## src/rtl/pc_fetch_ctrl_if.sv

```systemverilog
// Fetch-sequencer bus: run control and Next_Addr in, PC and run status out.
// FETCH_STALL_CNT_EN adds the Stall_Cnt signal.
interface pc_fetch_ctrl_if #(
  parameter int CNT_W = 16
);
  logic             start;
  logic             stall;
  logic [31:0]      Next_Addr;
  logic [31:0]      PC_Addr;
  logic             Exec_Valid;
  logic             Done;
  logic             Err;
  logic [CNT_W-1:0] Retired_Cnt;
`ifdef FETCH_STALL_CNT_EN
  logic [CNT_W-1:0] Stall_Cnt;
`endif

`ifdef FETCH_STALL_CNT_EN
  modport master (output start, stall, Next_Addr,
                  input  PC_Addr, Exec_Valid, Done, Err, Retired_Cnt, Stall_Cnt);
  modport slave  (input  start, stall, Next_Addr,
                  output PC_Addr, Exec_Valid, Done, Err, Retired_Cnt, Stall_Cnt);
`else
  modport master (output start, stall, Next_Addr,
                  input  PC_Addr, Exec_Valid, Done, Err, Retired_Cnt);
  modport slave  (input  start, stall, Next_Addr,
                  output PC_Addr, Exec_Valid, Done, Err, Retired_Cnt);
`endif
endinterface

```

## src/rtl/pc_fetch_ctrl.sv

```systemverilog
// PC register and run sequencer (idle/run/done/error) for the single-cycle CPU.
// Optional FETCH_STALL_CNT_EN adds a saturating stalled-cycle counter.
module pc_fetch_ctrl #(
  parameter logic [31:0] RESET_ADDR = 32'd0,
  parameter logic [31:0] END_ADDR   = 32'd124,
  parameter int          CNT_W      = 16
) (
  input  logic          clk,
  input  logic          rst,
  pc_fetch_ctrl_if.slave bus
);
  typedef enum logic [1:0] {S_IDLE, S_RUN, S_DONE, S_ERR} state_t;

  state_t           state_q, state_n;
  logic [31:0]      pc_q, pc_n;
  logic [CNT_W-1:0] cnt_q, cnt_n;
  logic             exec;

  always_ff @(posedge clk or posedge rst) begin
    if (rst) begin
      state_q <= S_IDLE;
      pc_q    <= RESET_ADDR;
      cnt_q   <= '0;
    end else begin
      state_q <= state_n;
      pc_q    <= pc_n;
      cnt_q   <= cnt_n;
    end
  end

  always_comb begin
    state_n = state_q;
    pc_n    = pc_q;
    cnt_n   = cnt_q;
    exec    = 1'b0;
    case (state_q)
      S_IDLE: begin
        if (bus.start) begin
          state_n = S_RUN;
          pc_n    = RESET_ADDR;
          cnt_n   = '0;
        end
      end
      S_RUN: begin
        if (!bus.stall) begin
          exec  = 1'b1;
          cnt_n = (cnt_q == '1) ? cnt_q : cnt_q + 1'b1;
          // End match wins over alignment: Next_Addr past the last instruction is don't-care.
          if (pc_q == END_ADDR)
            state_n = S_DONE;
          else if (bus.Next_Addr[1:0] != 2'b00)
            state_n = S_ERR;
          else
            pc_n = bus.Next_Addr;
        end
      end
      S_DONE, S_ERR: begin
        if (bus.start) begin
          state_n = S_RUN;
          pc_n    = RESET_ADDR;
          cnt_n   = '0;
        end
      end
      default: state_n = S_IDLE;
    endcase
  end

  assign bus.PC_Addr     = pc_q;
  assign bus.Exec_Valid  = exec;
  assign bus.Done        = (state_q == S_DONE);
  assign bus.Err         = (state_q == S_ERR);
  assign bus.Retired_Cnt = cnt_q;

`ifdef FETCH_STALL_CNT_EN
  logic [CNT_W-1:0] scnt_q;

  always_ff @(posedge clk or posedge rst) begin
    if (rst)
      scnt_q <= '0;
    else if (state_q != S_RUN && bus.start)
      scnt_q <= '0;
    else if (state_q == S_RUN && bus.stall && scnt_q != '1)
      scnt_q <= scnt_q + 1'b1;
  end

  assign bus.Stall_Cnt = scnt_q;
`endif
endmodule

```

## src/flat_wrapper.sv

```systemverilog
// flat-port wrapper written by rule: the top's interface ports become plain ports
module pc_fetch_ctrl_flat 
#(
  parameter logic [31:0] RESET_ADDR = 32'd0,
  parameter logic [31:0] END_ADDR   = 32'd124,
  parameter int          CNT_W      = 16
)
  (clk, rst, bus_start, bus_stall, bus_Next_Addr, bus_PC_Addr, bus_Exec_Valid, bus_Done, bus_Err, bus_Retired_Cnt);
  pc_fetch_ctrl_if #(.CNT_W(CNT_W)) bus_i ();
  input  logic clk;
  input  logic rst;
  input wire logic [$bits(bus_i.start)-1:0] bus_start;
  input wire logic [$bits(bus_i.stall)-1:0] bus_stall;
  input wire logic [$bits(bus_i.Next_Addr)-1:0] bus_Next_Addr;
  output wire logic [$bits(bus_i.PC_Addr)-1:0] bus_PC_Addr;
  output wire logic [$bits(bus_i.Exec_Valid)-1:0] bus_Exec_Valid;
  output wire logic [$bits(bus_i.Done)-1:0] bus_Done;
  output wire logic [$bits(bus_i.Err)-1:0] bus_Err;
  output wire logic [$bits(bus_i.Retired_Cnt)-1:0] bus_Retired_Cnt;
  assign bus_i.start = bus_start;
  assign bus_i.stall = bus_stall;
  assign bus_i.Next_Addr = bus_Next_Addr;
  assign bus_PC_Addr = bus_i.PC_Addr;
  assign bus_Exec_Valid = bus_i.Exec_Valid;
  assign bus_Done = bus_i.Done;
  assign bus_Err = bus_i.Err;
  assign bus_Retired_Cnt = bus_i.Retired_Cnt;
  pc_fetch_ctrl #(.RESET_ADDR(RESET_ADDR), .END_ADDR(END_ADDR), .CNT_W(CNT_W)) u_core (.clk(clk), .rst(rst), .bus(bus_i));
endmodule
```

## config.mk

```make
export PLATFORM = sky130hd
export DESIGN_NAME = pc_fetch_ctrl_flat
export DESIGN_NICKNAME = d
export VERILOG_FILES = /design/src/rtl/pc_fetch_ctrl_if.sv /design/src/rtl/pc_fetch_ctrl.sv /design/src/flat_wrapper.sv
export SDC_FILE = /design/constraint.sdc
export NUM_CORES = 1
export LEC_CHECK = 0
export BUFFER_PORTS_ARGS = -buffer_cell sky130_fd_sc_hd__buf_4
export CAP_MARGIN = 10
export CORE_MARGIN = 8
export CORE_UTILIZATION = 50
export DETAILED_ROUTE_END_ITERATION = 8
export PLACE_DENSITY = 0.89
export SETUP_SLACK_MARGIN = 0.4
export SLEW_MARGIN = 10
export SYNTH_ARGS = -nofsm -noshare
export SYNTH_HDL_FRONTEND = slang
export SYNTH_SLANG_ARGS = --single-unit
```

## constraint.sdc

```tcl
create_clock -name clk -period 2.56 [get_ports clk]
set_input_delay 0.384 -clock clk [delete_from_list [all_inputs] [get_ports clk]]
set_output_delay 0.384 -clock clk [all_outputs]
set_load 0.02 [all_outputs]
```

* Yosys cells after proc, flatten, opt, wreduce, memory -nomap -nowiden
Index checks and enable logic that the tools add are counted.
** Operators by class
- $add $sub $neg :: 1
- Reductions and logical operators :: 6
- Muxes and demuxes :: 16
- Eq/ne operators :: 11
** Operators by type and width (count)
- two-way mux 32 bit :: 4
- one-hot mux 32 bit (2 select lines) :: 1
- two-way mux 16 bit :: 3
- equality test 32 x 7 -> 1 bit (second input constant) :: 1
- one-hot mux 16 bit (2 select lines) :: 1
- adder 16 x 1 -> 16 bit (second input constant) :: 1
- equality test 16 bit (second input constant) :: 1
- two-way mux 2 bit :: 4
- != test 2 bit (second input constant) :: 4
- AND reduction 3 bit :: 2
- equality test 2 bit (second input constant) :: 2
- one-hot mux 2 bit (2 select lines) :: 1
- AND reduction 4 bit :: 1
- != test 3 x 1 -> 1 bit (second input constant) :: 1
- OR reduction 3 bit :: 1
- equality test 2 x 1 -> 1 bit (second input constant) :: 1
- logical NOT 2 bit :: 1
- two-way mux 1 bit :: 2
- != test 2 x 1 -> 1 bit (second input constant) :: 1
- nonzero test 2 bit :: 1
** Word-level totals
- Output and inout port bits :: 51
- Input port bits :: 36
- Register bits after elaboration :: 50

* Logic depth before layout (Yosys ltp)
Gate-level depths: netlist of run 1.
- Word-level depth :: 5
- Depth in mapped cells :: 6
- Gate-level depth less buffers :: 5

* Worst setup path after synthesis of run 1
Ideal clock, no wire load.
- Path kind :: flip-flop to flip-flop
- From :: reg u_core.cnt_q[0], in the netlist u_core.bus.Retired_Cnt[0]
- To :: reg u_core.cnt_q[13], in the netlist u_core.bus.Retired_Cnt[13]
- Period minus slack after synthesis :: 2.059 ns
- Stages on the path, launching flop included :: 7
- Path buffers :: 1
- Required time :: 2.434 ns
- Arrival time :: 1.933 ns
- Slack :: 0.501 ns
- Cell sequence :: dfrtp_1 > ha_1 > nand3_1 > or4_1 > buf_2 > and4_1 > a221o_1
** On the way
- Cells in the longest elaborated chain, start to end :: 4
** RTL lines
- start: declaration :: RTL line pc_fetch_ctrl.sv:16 : logic [CNT_W-1:0] cnt_q, cnt_n;
- start signal: assignment :: RTL line pc_fetch_ctrl.sv:27 : cnt_q <= cnt_n;
- adder 16 x 1 -> 16 bit :: RTL line pc_fetch_ctrl.sv:47 : cnt_n = (cnt_q == '1) ? cnt_q : cnt_q + 1'b1;
- two-way mux 16 bit :: RTL line pc_fetch_ctrl.sv:47
- two-way mux 16 bit :: RTL line pc_fetch_ctrl.sv:45 : if (!bus.stall) begin
- one-hot mux 16 bit (2 select lines) :: RTL line pc_fetch_ctrl.sv:36 : case (state_q)
Parallel ways exist; a longest one is shown, timed or not. The select of a mux whose other input is x is not followed.
A chain may end at the register's enable or synchronous reset.

* Worst setup path in the final report of run 1
- From :: reg u_core.cnt_q[4], in the netlist u_core.bus.Retired_Cnt[4]
- To :: reg u_core.cnt_q[0], in the netlist u_core.bus.Retired_Cnt[0]
** On the way
- Cells in the longest elaborated chain, start to end :: 3
** RTL lines (RTL line)
- equality test 16 bit :: pc_fetch_ctrl.sv:47
- != test 2 bit (no line)
- AND reduction 3 bit (no line)
Every way passes these cells.

==> impl_results.md, run 1 <==
- Status: finished, final reports clean
- Xor and xnor fraction of the mapped netlist area: 0%
- Gate Count Post-Synth: 253
- RSZ-0062 raised after global routing: false
- GRT Overall Usage: 18.08%
- Tcrit/Tclk final: 79.59%
- Placer Congestion: 0.8778
- Slew margin rel.: 63.36%
- Io pins: 87
- Worst path depth: 4
- Largest family of logic cells by synthesized area: simple AND/OR/NAND/NOR gates
- Drt wl/cell: 16.27 um
- Worst r2r src: u_core.bus.Retired_Cnt[4]$_DFFE_PP0P_
- R2r endpoint: u_core.bus.Retired_Cnt[0]$_DFFE_PP0P_
- Crit-path leading delay family: simple AND/OR/NAND/NOR gates
- Worst-margin pin slew: 0.5484 ns
- Hpwl dp: 5084 um
- Critical path class: reg -> reg
- Commonest non-fill, non-tap cell in the layout: buf_4
- DP Cell Count: 405
- Final Max Slew Viols: 0
- Syn Nets: 290
- Vias in the first global route: 2,306
- Multiplexer share of the synthesized area: 13.56%
- Post-synthesis sequential area ratio: 49.68%
- Compound-gate portion of the synthesized area: 9.041%
- Worst Setup Start Kind: flop
- CP peak stage delay: 0.67 ns
- P&R area growth vs syn: 34.08%
- EDFF count, synth: 0
- Max-cap violation count: 0
- Leak Pwr: 1.942 nW
- Initial core utilization: 50.60%
- Core footprint: 0.004977 mm^2
- VDD IR-drop max: 404.4 uV
- Die area: 0.007565 mm^2
- Worst setup EP type: flop
- Finished Layout Cells: 414
- Sum Neg Setup Slack: 0 ns
- Initial DRC Count: 101
- WP data arrival: 2.28 ns
- Worst setup path start: u_core.bus.Retired_Cnt[4]$_DFFE_PP0P_
- CTS tree: yes
- Hold Crit Class: in -> async
- Routed vias: 2,278
- CP bufs+invs: 0
- Die width: 86.98 um
- Global-route wire length before repair: 11,010 um
- Residual DRC: 0
- Synth Area in Simple Gates: 19.92%
- # rows: 26
- Most frequent cells in the layout: buf_4, dfrtp_1, nand2_1
- Synth Cell Area: 0.002519 mm^2
- Asr flop ratio synth: 100.0%
- Clk root buf: clkbuf_8
- Ys Warns: 0
- ANT cells: 0
- Clk pin slew, worst setup/hold paths: 0.09 ns
- Hold Vio Cnt, Final: 0
- Die height: 86.98 um
- Via density per instance: 5.502
- WP data required: 2.80 ns
- Detailed Route WL: 6737 um
- Port Buf Inserts: 86
- Maximum root-to-sink buffer count: 2
- End point of the critical path: u_core.bus.Retired_Cnt[0]$_DFFE_PP0P_
- Tmin final: 2.038 ns
- Initial antenna violation count: 0
- Unique masters post-synth: 41
- Worst-path fanout max: 7
- Worst path cell trace: nand4_1 -> or4_4 -> a21boi_2 -> mux2_2
- DP Area: 0.003272 mm^2
- CTS Buf Count: 5
- Number of hold buffers added after cts: 0
- Setup Skew: 0.01105 ns
- Fin nets: 380
- Remaining antenna violation count: 0
- Maximum number of pins on one net before global-route repair: 33
- Drt pass-1 iters: 4
- P per Cell Area: 585.6 mW/mm^2
- Peak Freq: 0.4908 GHz
- Latest clock arrival within the worst-skew pair: 0.30 ns
- Layout cells sized above 1: 31.98%
- Yosys reg bits: 50
- Final setup fails: 0
- Syn Area/Cell: 9.955 um^2
- Most used DFF post-synth: dfrtp_1
- H-tree level count: 2
- Grt ovf: 0
- Crit-path slowest cell: or4_4
- Synth Area in Adders: 0.4968%
- R2r worst-path depth: 4
- Design Area, Final: 0.003377 mm^2
- Clk sink count: 50
- R2R Setup Slk: 0.52 ns
## flip-flops by register name (all words and copies together) (netlist names)
name	count
u_core.bus.PC_Addr	32
u_core.bus.Retired_Cnt	16
u_core.state_q	2
## through the flow
step	setup slack (ns)	hold slack [ns]	power, W	util (%)
after floorplan	0.5012	0.5049	0.001256	-
after global placement	0.4944	0.4075	0.001500	65.74
after detailed placement	0.3602	0.4182	0.001519	65.74
after CTS	0.4857	0.08867	0.001989	67.62
after global routing	0.4254	0.1104	0.002075	67.85
final	0.5224	0.08403	0.001977	67.85
## metal layers
layer  part of all wire [%]  global-route usage (%)  vias to the layer above  wire [um]
met1                     41                   21.42                     1114       2738
li1                       -                       -                     1066          -
met5                      0                       0                        -          0
met3                    8.0                   6.321                        7        538
met4                   0.79                   3.912                        0         53
met2                     51                   30.67                       91       3407
## power breakdown
part,switching [W],leakage (nW),internal (W)
Combinational,0.000298,1.22,0.000240
Sequential,0.0000892,0.670,0.000876
Clock,0.000256,0.0482,0.000219
Total,0.000643,1.94,0.00133
## worst min-delay path by stage
| stage | startpoint | to | slack [ns] |
|---|---|---|---|
| finish | rst | u_core.bus.PC_Addr[24]$_DFFE_PP0P_ | 0.08 |
| global route | rst | u_core.bus.PC_Addr[9]$_DFFE_PP0P_ | 0.11 |
| CTS | rst | u_core.bus.PC_Addr[24]$_DFFE_PP0P_ | 0.09 |
| detailed placement | rst | u_core.bus.PC_Addr[4]$_DFFE_PP0P_ | 0.42 |
| global placement | rst | u_core.bus.PC_Addr[5]$_DFFE_PP0P_ | 0.41 |
| floorplan | u_core.state_q[0]$_DFFE_PP0P_ | u_core.state_q[0]$_DFFE_PP0P_ | 0.50 |
## Yosys cell counts, drive strengths merged (2+ instances only)
cell / instances / area share [%]
a221o: 3 / 1.2
nand2: 37 / 5.5
and4: 3 / 1.0
clkbuf: 6 / 0.89
nand4: 7 / 2.3
mux2i: 33 / 13
o21ba: 2 / 0.79
and3: 3 / 0.75
o311ai: 2 / 0.70
o41ai: 2 / 0.70
or4: 6 / 1.9
and2: 2 / 0.50
o21ai: 7 / 1.4
nor2b: 2 / 0.50
a21oi: 2 / 0.40
dfrtp: 50 / 50
inv: 34 / 5.1
buf: 6 / 1.2
a31oi: 5 / 1.2
nand3: 6 / 1.2
nor4: 10 / 3.1
nor3: 4 / 0.79
nor2: 7 / 1.0
## cells by family after synthesis
group	count (synthesis)
DFF	50
buffers and inverters	47
adders and majority gates	1
and+or+nand+nor	91
AOI/OAI and AO/OA	30
muxes	34
## repair_timing
| action | in CTS | in global routing |
|---|---|---|
| pin swaps | 0 | 2 |
| endpoints found under the hold margin | 0 | 0 |
| resized for setup | 1 | 1 |
| setup endpoints to repair | 28 | 7 |
| setup buffers | 0 | 1 |
## final cells by class
class | count | area [um^2]
repair buffers | 95 | 725.7
clock inverters | 1 | 5.005
fillers | 386 | 1600
multi-input cells | 156 | 1090
clock buffers | 7 | 86.33
well taps | 70 | 87.58
flip-flops and latches | 50 | 1251
inverters | 35 | 131.4
No activity file was read; power rests on OpenSTA's default activity.
==> run 2: changes to the inputs <==
==> constraint.sdc (replaced) <==
create_clock -name clk -period 1.9 [get_ports clk]
set_input_delay 0.285 -clock clk [delete_from_list [all_inputs] [get_ports clk]]
set_output_delay 0.285 -clock clk [all_outputs]
set_load 0.02 [all_outputs]
==> run 2 against run 1 <==
Against the previous run: the run now ends with setup timing left; sequential cell count unchanged; non-clock buffer count up 46; sequential power up 40%; fmax up 7.0%; total power up 56%; combinational power up 82%; clock-buffer cell count unchanged; critical path depth up 3; cell count up 11%; routed wire length up 42%; setup slack worse by 0.53 ns; critical path type unchanged; largest cell class is now multi-input combinational cells; highest routed layer unchanged.
==> impl_results.md, run 2 (synthesized netlist as in run 1, its figures left out) <==
- Status: finished, violations left
- Violations in the final reports: setup timing
- Worst-margin pin slew: 0.6077 ns
- RSZ-0062 raised after global routing: true
- WP data arrival: 2.13 ns
- Placer Congestion: 0.8049
- ANT cells: 0
- Worst Setup Start Kind: flop
- Worst-case hold slack: 0.04426 ns
- Drt wl/cell: 20.78 um
- VDD IR-drop max: 524.6 uV
- Max-cap violation count: 0
- CTS tree: yes
- Commonest non-fill, non-tap cell in the layout: buf_4
- Switching part of the total: 32.96%
- Leak Pwr: 2.245 nW
- WP data required: 2.12 ns
- Initial antenna violation count: 0
- Hpwl dp: 5467 um
- Fin nets: 426
- CTS Buf Count: 5
- Drt pass-1 iters: 5
- Die height: 86.98 um
- Final core occ: 83.06%
- Vias in the first global route: 2,576
- Core footprint: 0.004977 mm^2
- Share of power burned in registers: 43.7%
- Tcrit/Tclk final: 100.2%
- Maximum root-to-sink buffer count: 2
- Hold Vio Cnt, Final: 0
- Peak Freq: 0.5253 GHz
- P per Cell Area: 748.3 mW/mm^2
- Clk pin slew, worst setup/hold paths: 0.09 ns
- Setup Skew: 0.006551 ns
- Finished Layout Cells: 460
- Initial core utilization: 50.60%
- Latest clock arrival within the worst-skew pair: 0.31 ns
- Worst-path fanout max: 5
- Final WS setup: -0.003785 ns
- Dpl ws: 0.04271 ns
- Critical path class: reg -> reg
- Clk root buf: clkbuf_8
- Hold Crit Class: in -> async
- Io pins: 87
- Most frequent cells in the layout: buf_4, nand2_1, inv_1
- Layout cells sized above 1: 53.08%
- Initial DRC Count: 311
- # rows: 26
- Grt ovf: 0
- Remaining antenna violation count: 0
- Tmin final: 1.904 ns
- Slew margin rel.: 59.43%
- H-tree level count: 2
- Die width: 86.98 um
- P&R area growth vs syn: 64.13%
- Detailed Route WL: 9558 um
- Number of hold buffers added after cts: 0
- Residual DRC: 0
- # fillers: 283
- Worst setup EP type: flop
- Int Pwr: 0.002074 W
- Die area: 0.007565 mm^2
- Clock share of power: 24.6%
- Port Buf Inserts: 86
- DP Cell Count: 425
- NetSw: 0.001020 W
- Final setup fails: 1
- GRT Overall Usage: 20.91%
- Max reg flops: 32
- Via density per instance: 5.976
- Final Max Slew Viols: 0
- Clk sink count: 50
- Maximum number of pins on one net before global-route repair: 27
- Comb pwr share: 31.7%
- Routed vias: 2,749
- Global-route wire length before repair: 12,610 um
-- run 2: changes by cell type in the layout (fill, tap and decap cells not counted), moves of 3 or more --
cell / delta
buf_6: +13
o21ai_0: -3
nor4_2: +4
nor4_4: +4
nor4_1: -8
buf_4: +27
dfrtp_1: -23
or4_4: +3
dfrtp_2: +23
buf_12: +4
or4_1: -3
-- run 2: area by class of cell --
| class | count | area (um^2) | area share (%) |
|---|---|---|---|
| Clock buffer | 7 | 76.32 | 1.846 |
| Clock inverter | 1 | 30.03 | 0.7264 |
| Inverter | 35 | 136.4 | 3.299 |
| Multi-Input combinational cell | 156 | 1329 | 32.14 |
| Sequential cell | 50 | 1280 | 30.96 |
| Tap cell | 70 | 87.58 | 2.119 |
| Timing Repair Buffer | 141 | 1195 | 28.90 |
-- run 2: repair_timing --
item | 4_1_cts | 5_1_grt
buffers inserted | 12 | 13
pin swaps | 17 | 15
setup endpoints to repair | 51 | 53
gates resized for setup | 25 | 43
gates cloned | 1 | 1
-- run 2: final timing paths --
| path | from | end | slack (ns) | cells after the start |
|---|---|---|---|---|
| worst min-delay path | rst | u_core.bus.PC_Addr[20]$_DFFE_PP0P_ | 0.04 | 2 |
| max in group asynchronous | rst | u_core.bus.PC_Addr[22]$_DFFE_PP0P_ | 1.29 | 3 |
| min in group clk | bus_Next_Addr[10] | u_core.bus.PC_Addr[10]$_DFFE_PP0P_ | 0.21 | 3 |
| worst max-delay path | u_core.bus.Retired_Cnt[15]$_DFFE_PP0P_ | u_core.bus.Retired_Cnt[6]$_DFFE_PP0P_ | -0.004 | 7 |
| worst max register to register | u_core.bus.Retired_Cnt[15]$_DFFE_PP0P_ | u_core.bus.Retired_Cnt[6]$_DFFE_PP0P_ | -0.004 | 7 |
| worst min register to register | u_core.bus.PC_Addr[6]$_DFFE_PP0P_ | u_core.bus.PC_Addr[6]$_DFFE_PP0P_ | 0.56 | 2 |
-- run 2: metrics by stage --
stage	TNS [ns]	cell area [um^2]	total power, W
after global routing	-2.854	4134	0.003198
after detailed placement	0	3501	0.002137
after floorplan	-0.02035	2633	0.001741
final	-0.003785	4134	0.003093
after CTS	0	3816	0.002934
after global placement	0	3501	0.002105
-- run 2: power groups by stage --
stage                     combinational (W)  clock, W  sequential [W]
after CTS                          0.000868  0.000742         0.00132
final                              0.000981  0.000762         0.00135
after floorplan                    0.000283         0         0.00146
after global routing                0.00104  0.000790         0.00136
after global placement             0.000785         0         0.00132
after detailed placement           0.000811         0         0.00133
-- run 2: worst max-delay path: stages (launching register included) --
cell and delay (ns):
dfrtp_1 0.45, nand4_1 0.19, buf_4 0.20, nor4_4 0.34, buf_4 0.19, buf_8 0.13, o21ai_4 0.10, a31oi_1 0.21
-- run 2: metal layers --
layer  routed length (um)  part of all wire, %  vias up  GRT usage (%)
met4                  266                  2.8        0          6.416
met3                 1083                   11       34          6.698
met1                 3504                   37     1342          24.96
met2                 4704                   49      220          34.84
li1                     -                    -     1153              -
met5                    0                    0        -              0
==> run 3: changes to the inputs <==
--- a/config.mk
+++ b/config.mk
@@ -10,6 +10,7 @@
 export CORE_MARGIN = 8
 export CORE_UTILIZATION = 50
 export DETAILED_ROUTE_END_ITERATION = 8
+export HOLD_SLACK_MARGIN = 0.12
 export PLACE_DENSITY = 0.89
 export SETUP_SLACK_MARGIN = 0.4
 export SLEW_MARGIN = 10
==> run 3 against run 2 <==
Against the previous run: the flow still finishes with violations (setup timing); hold slack improved by 0.16 ns; cell count increased by 0.22%; first-iteration DRC count fell by 2.6%; sequential cell count unchanged; fmax up 0.12%; sequential share of layout area fell by 0.075 points; design area up 0.24%; register-to-register slack about the same; setup slack gained 0.0023 ns.
==> impl_results.md, run 3 (synthesized netlist as in run 1, its figures left out) <==
- CTS Buf Count: 5
- Maximum number of pins on one net before global-route repair: 27
- Die height: 86.98 um
- Max layer used: met4
- Peak Freq: 0.5259 GHz
- Tmin final: 1.901 ns
- NetSw: 0.001019 W
- DP Area: 0.003501 mm^2
- Slew margin rel.: 60.07%
- Worst-margin pin slew: 0.5981 ns
- Port Buf Inserts: 86
- Io pins: 87
- Metal2 WL: 4742 um
- Leak Pwr: 2.249 nW
- Clk root buf: clkbuf_8
- Design Area, Final: 0.004144 mm^2
- CTS tree: yes
- Placer Congestion: 0.8049
- Fin nets: 427
- Latest clock arrival within the worst-skew pair: 0.31 ns
- Residual DRC: 0
- Met3 wire length: 954 um
- Violations in the final reports: setup timing
- Die area: 0.007565 mm^2
- Max-cap violation count: 0
- Vias in the first global route: 2,579
- Tcrit/Tclk final: 100.1%
- ANT cells: 0
- Hold Vio Cnt, Final: 0
- Worst setup EP type: flop
- WP data required: 2.12 ns
- Final Max Slew Viols: 0
- Comb pwr share: 31.8%
- Grt ovf: 0
- Global-route wire length before repair: 12,660 um
- R2R Setup Slk: -0.001 ns
- Commonest non-fill, non-tap cell in the layout: buf_4
- Share of power burned in registers: 43.7%
- Remaining antenna violation count: 0
- Max reg flops: 32
- Drt pass-1 iters: 7
- Initial antenna violation count: 0
- Initial core utilization: 50.60%
- Clk pin slew, worst setup/hold paths: 0.09 ns
- P per Cell Area: 746.7 mW/mm^2
- Drt wl/cell: 20.79 um
- Most frequent cells in the layout: buf_4, nand2_1, inv_1
- Hpwl dp: 5467 um
- Routed vias: 2,735
- Maximum root-to-sink buffer count: 2
- Die width: 86.98 um
- Clock share of power: 24.6%
- GRT Overall Usage: 20.99%
- Final setup fails: 2
- Status: finished, violations left
- RSZ-0062 raised after global routing: true
- M1 wire length: 3620 um
- Int Pwr: 0.002075 W
- Initial DRC Count: 303
- Switching part of the total: 32.94%
- Final WS setup: -0.001471 ns
- # rows: 26
- Setup Skew: 0.006173 ns
- Worst Setup Start Kind: flop
- Detailed Route WL: 9583 um
- Worst-path fanout max: 4
- Final core occ: 83.26%
- WP data arrival: 2.12 ns
- Sum Neg Setup Slack: -0.002053 ns
- Core footprint: 0.004977 mm^2
- Critical path class: reg -> reg
- Layout cells sized above 1: 52.94%
- Clk sink count: 50
- Hold Crit Class: in -> reg
- Via density per instance: 5.933
- VDD IR-drop max: 524.4 uV
- P&R area growth vs syn: 64.53%
- H-tree level count: 2
- # fillers: 282
run 3: cell count changes in the layout (fill, tap and decap cells not counted), sizes merged:
cell	before	now
dlygate4sd3	0	1
run 3: cell type report:
cell class                 instances  area (um^2)  area share [%]
multi-input combinational        156         1329           32.07
sequential                        50         1280           30.89
timing repair buffer             142         1205           29.08
inverter                          35        136.4           3.291
tap                               70        87.58           2.114
clock buffer                       7        76.32           1.842
clock inverter                     1        30.03          0.7246
run 3: final timing paths:
path	from	to	cells past startpoint
worst max-delay path	u_core.bus.Retired_Cnt[1]$_DFFE_PP0P_	u_core.bus.Retired_Cnt[5]$_DFFE_PP0P_	6
worst min-delay path	bus_Next_Addr[10]	u_core.bus.PC_Addr[10]$_DFFE_PP0P_	3
worst max register to register	u_core.bus.Retired_Cnt[1]$_DFFE_PP0P_	u_core.bus.Retired_Cnt[5]$_DFFE_PP0P_	6
worst min register to register	u_core.bus.PC_Addr[6]$_DFFE_PP0P_	u_core.bus.PC_Addr[6]$_DFFE_PP0P_	2
max in group asynchronous	rst	u_core.bus.PC_Addr[26]$_DFFE_PP0P_	4
min in group asynchronous	rst	u_core.bus.PC_Addr[20]$_DFFE_PP0P_	3
run 3: what timing repair did:
item                                    CTS  global route
gates resized for setup                  25            43
pin swaps                                17            15
hold endpoints to repair                 24             0
buffers inserted                         12            13
endpoints found under the setup margin   51            53
cloned                                    1             1
hold buffers                              1             0
run 3: worst max-delay path, cell delays in order (launching register included):
cell and delay [ns]:
dfrtp_2 0.41, ha_4 0.16, nand3_4 0.10, or4_4 0.62, buf_6 0.16, nand4_1 0.10, mux2i_1 0.25
run 3: power groups by stage:
stage	Combinational (W)	Sequential, W	Clock [W]
floorplan	0.000283	0.00146	0
global placement	0.000785	0.00132	0
detailed placement	0.000811	0.00133	0
CTS	0.000869	0.00132	0.000742
global route	0.00105	0.00136	0.000790
finish	0.000983	0.00135	0.000760
run 3: metrics by stage:
step	std cells	power [W]	hold slack, ns	setup slack (ns)
final	461	0.003094	0.2058	-0.001471
after floorplan	253	0.001741	0.4086	-0.02035
after CTS	447	0.002936	0.2065	0.1166
after global placement	425	0.002105	0.3720	0.09594
after global routing	461	0.003200	0.2088	-0.1313
after detailed placement	425	0.002137	0.3828	0.04271
run 3: per-layer routing:
metal	track usage, %	vias up
met3	6.698	30
li1	-	1154
met5	0	-
met1	24.96	1350
met4	6.416	0
met2	35.11	201
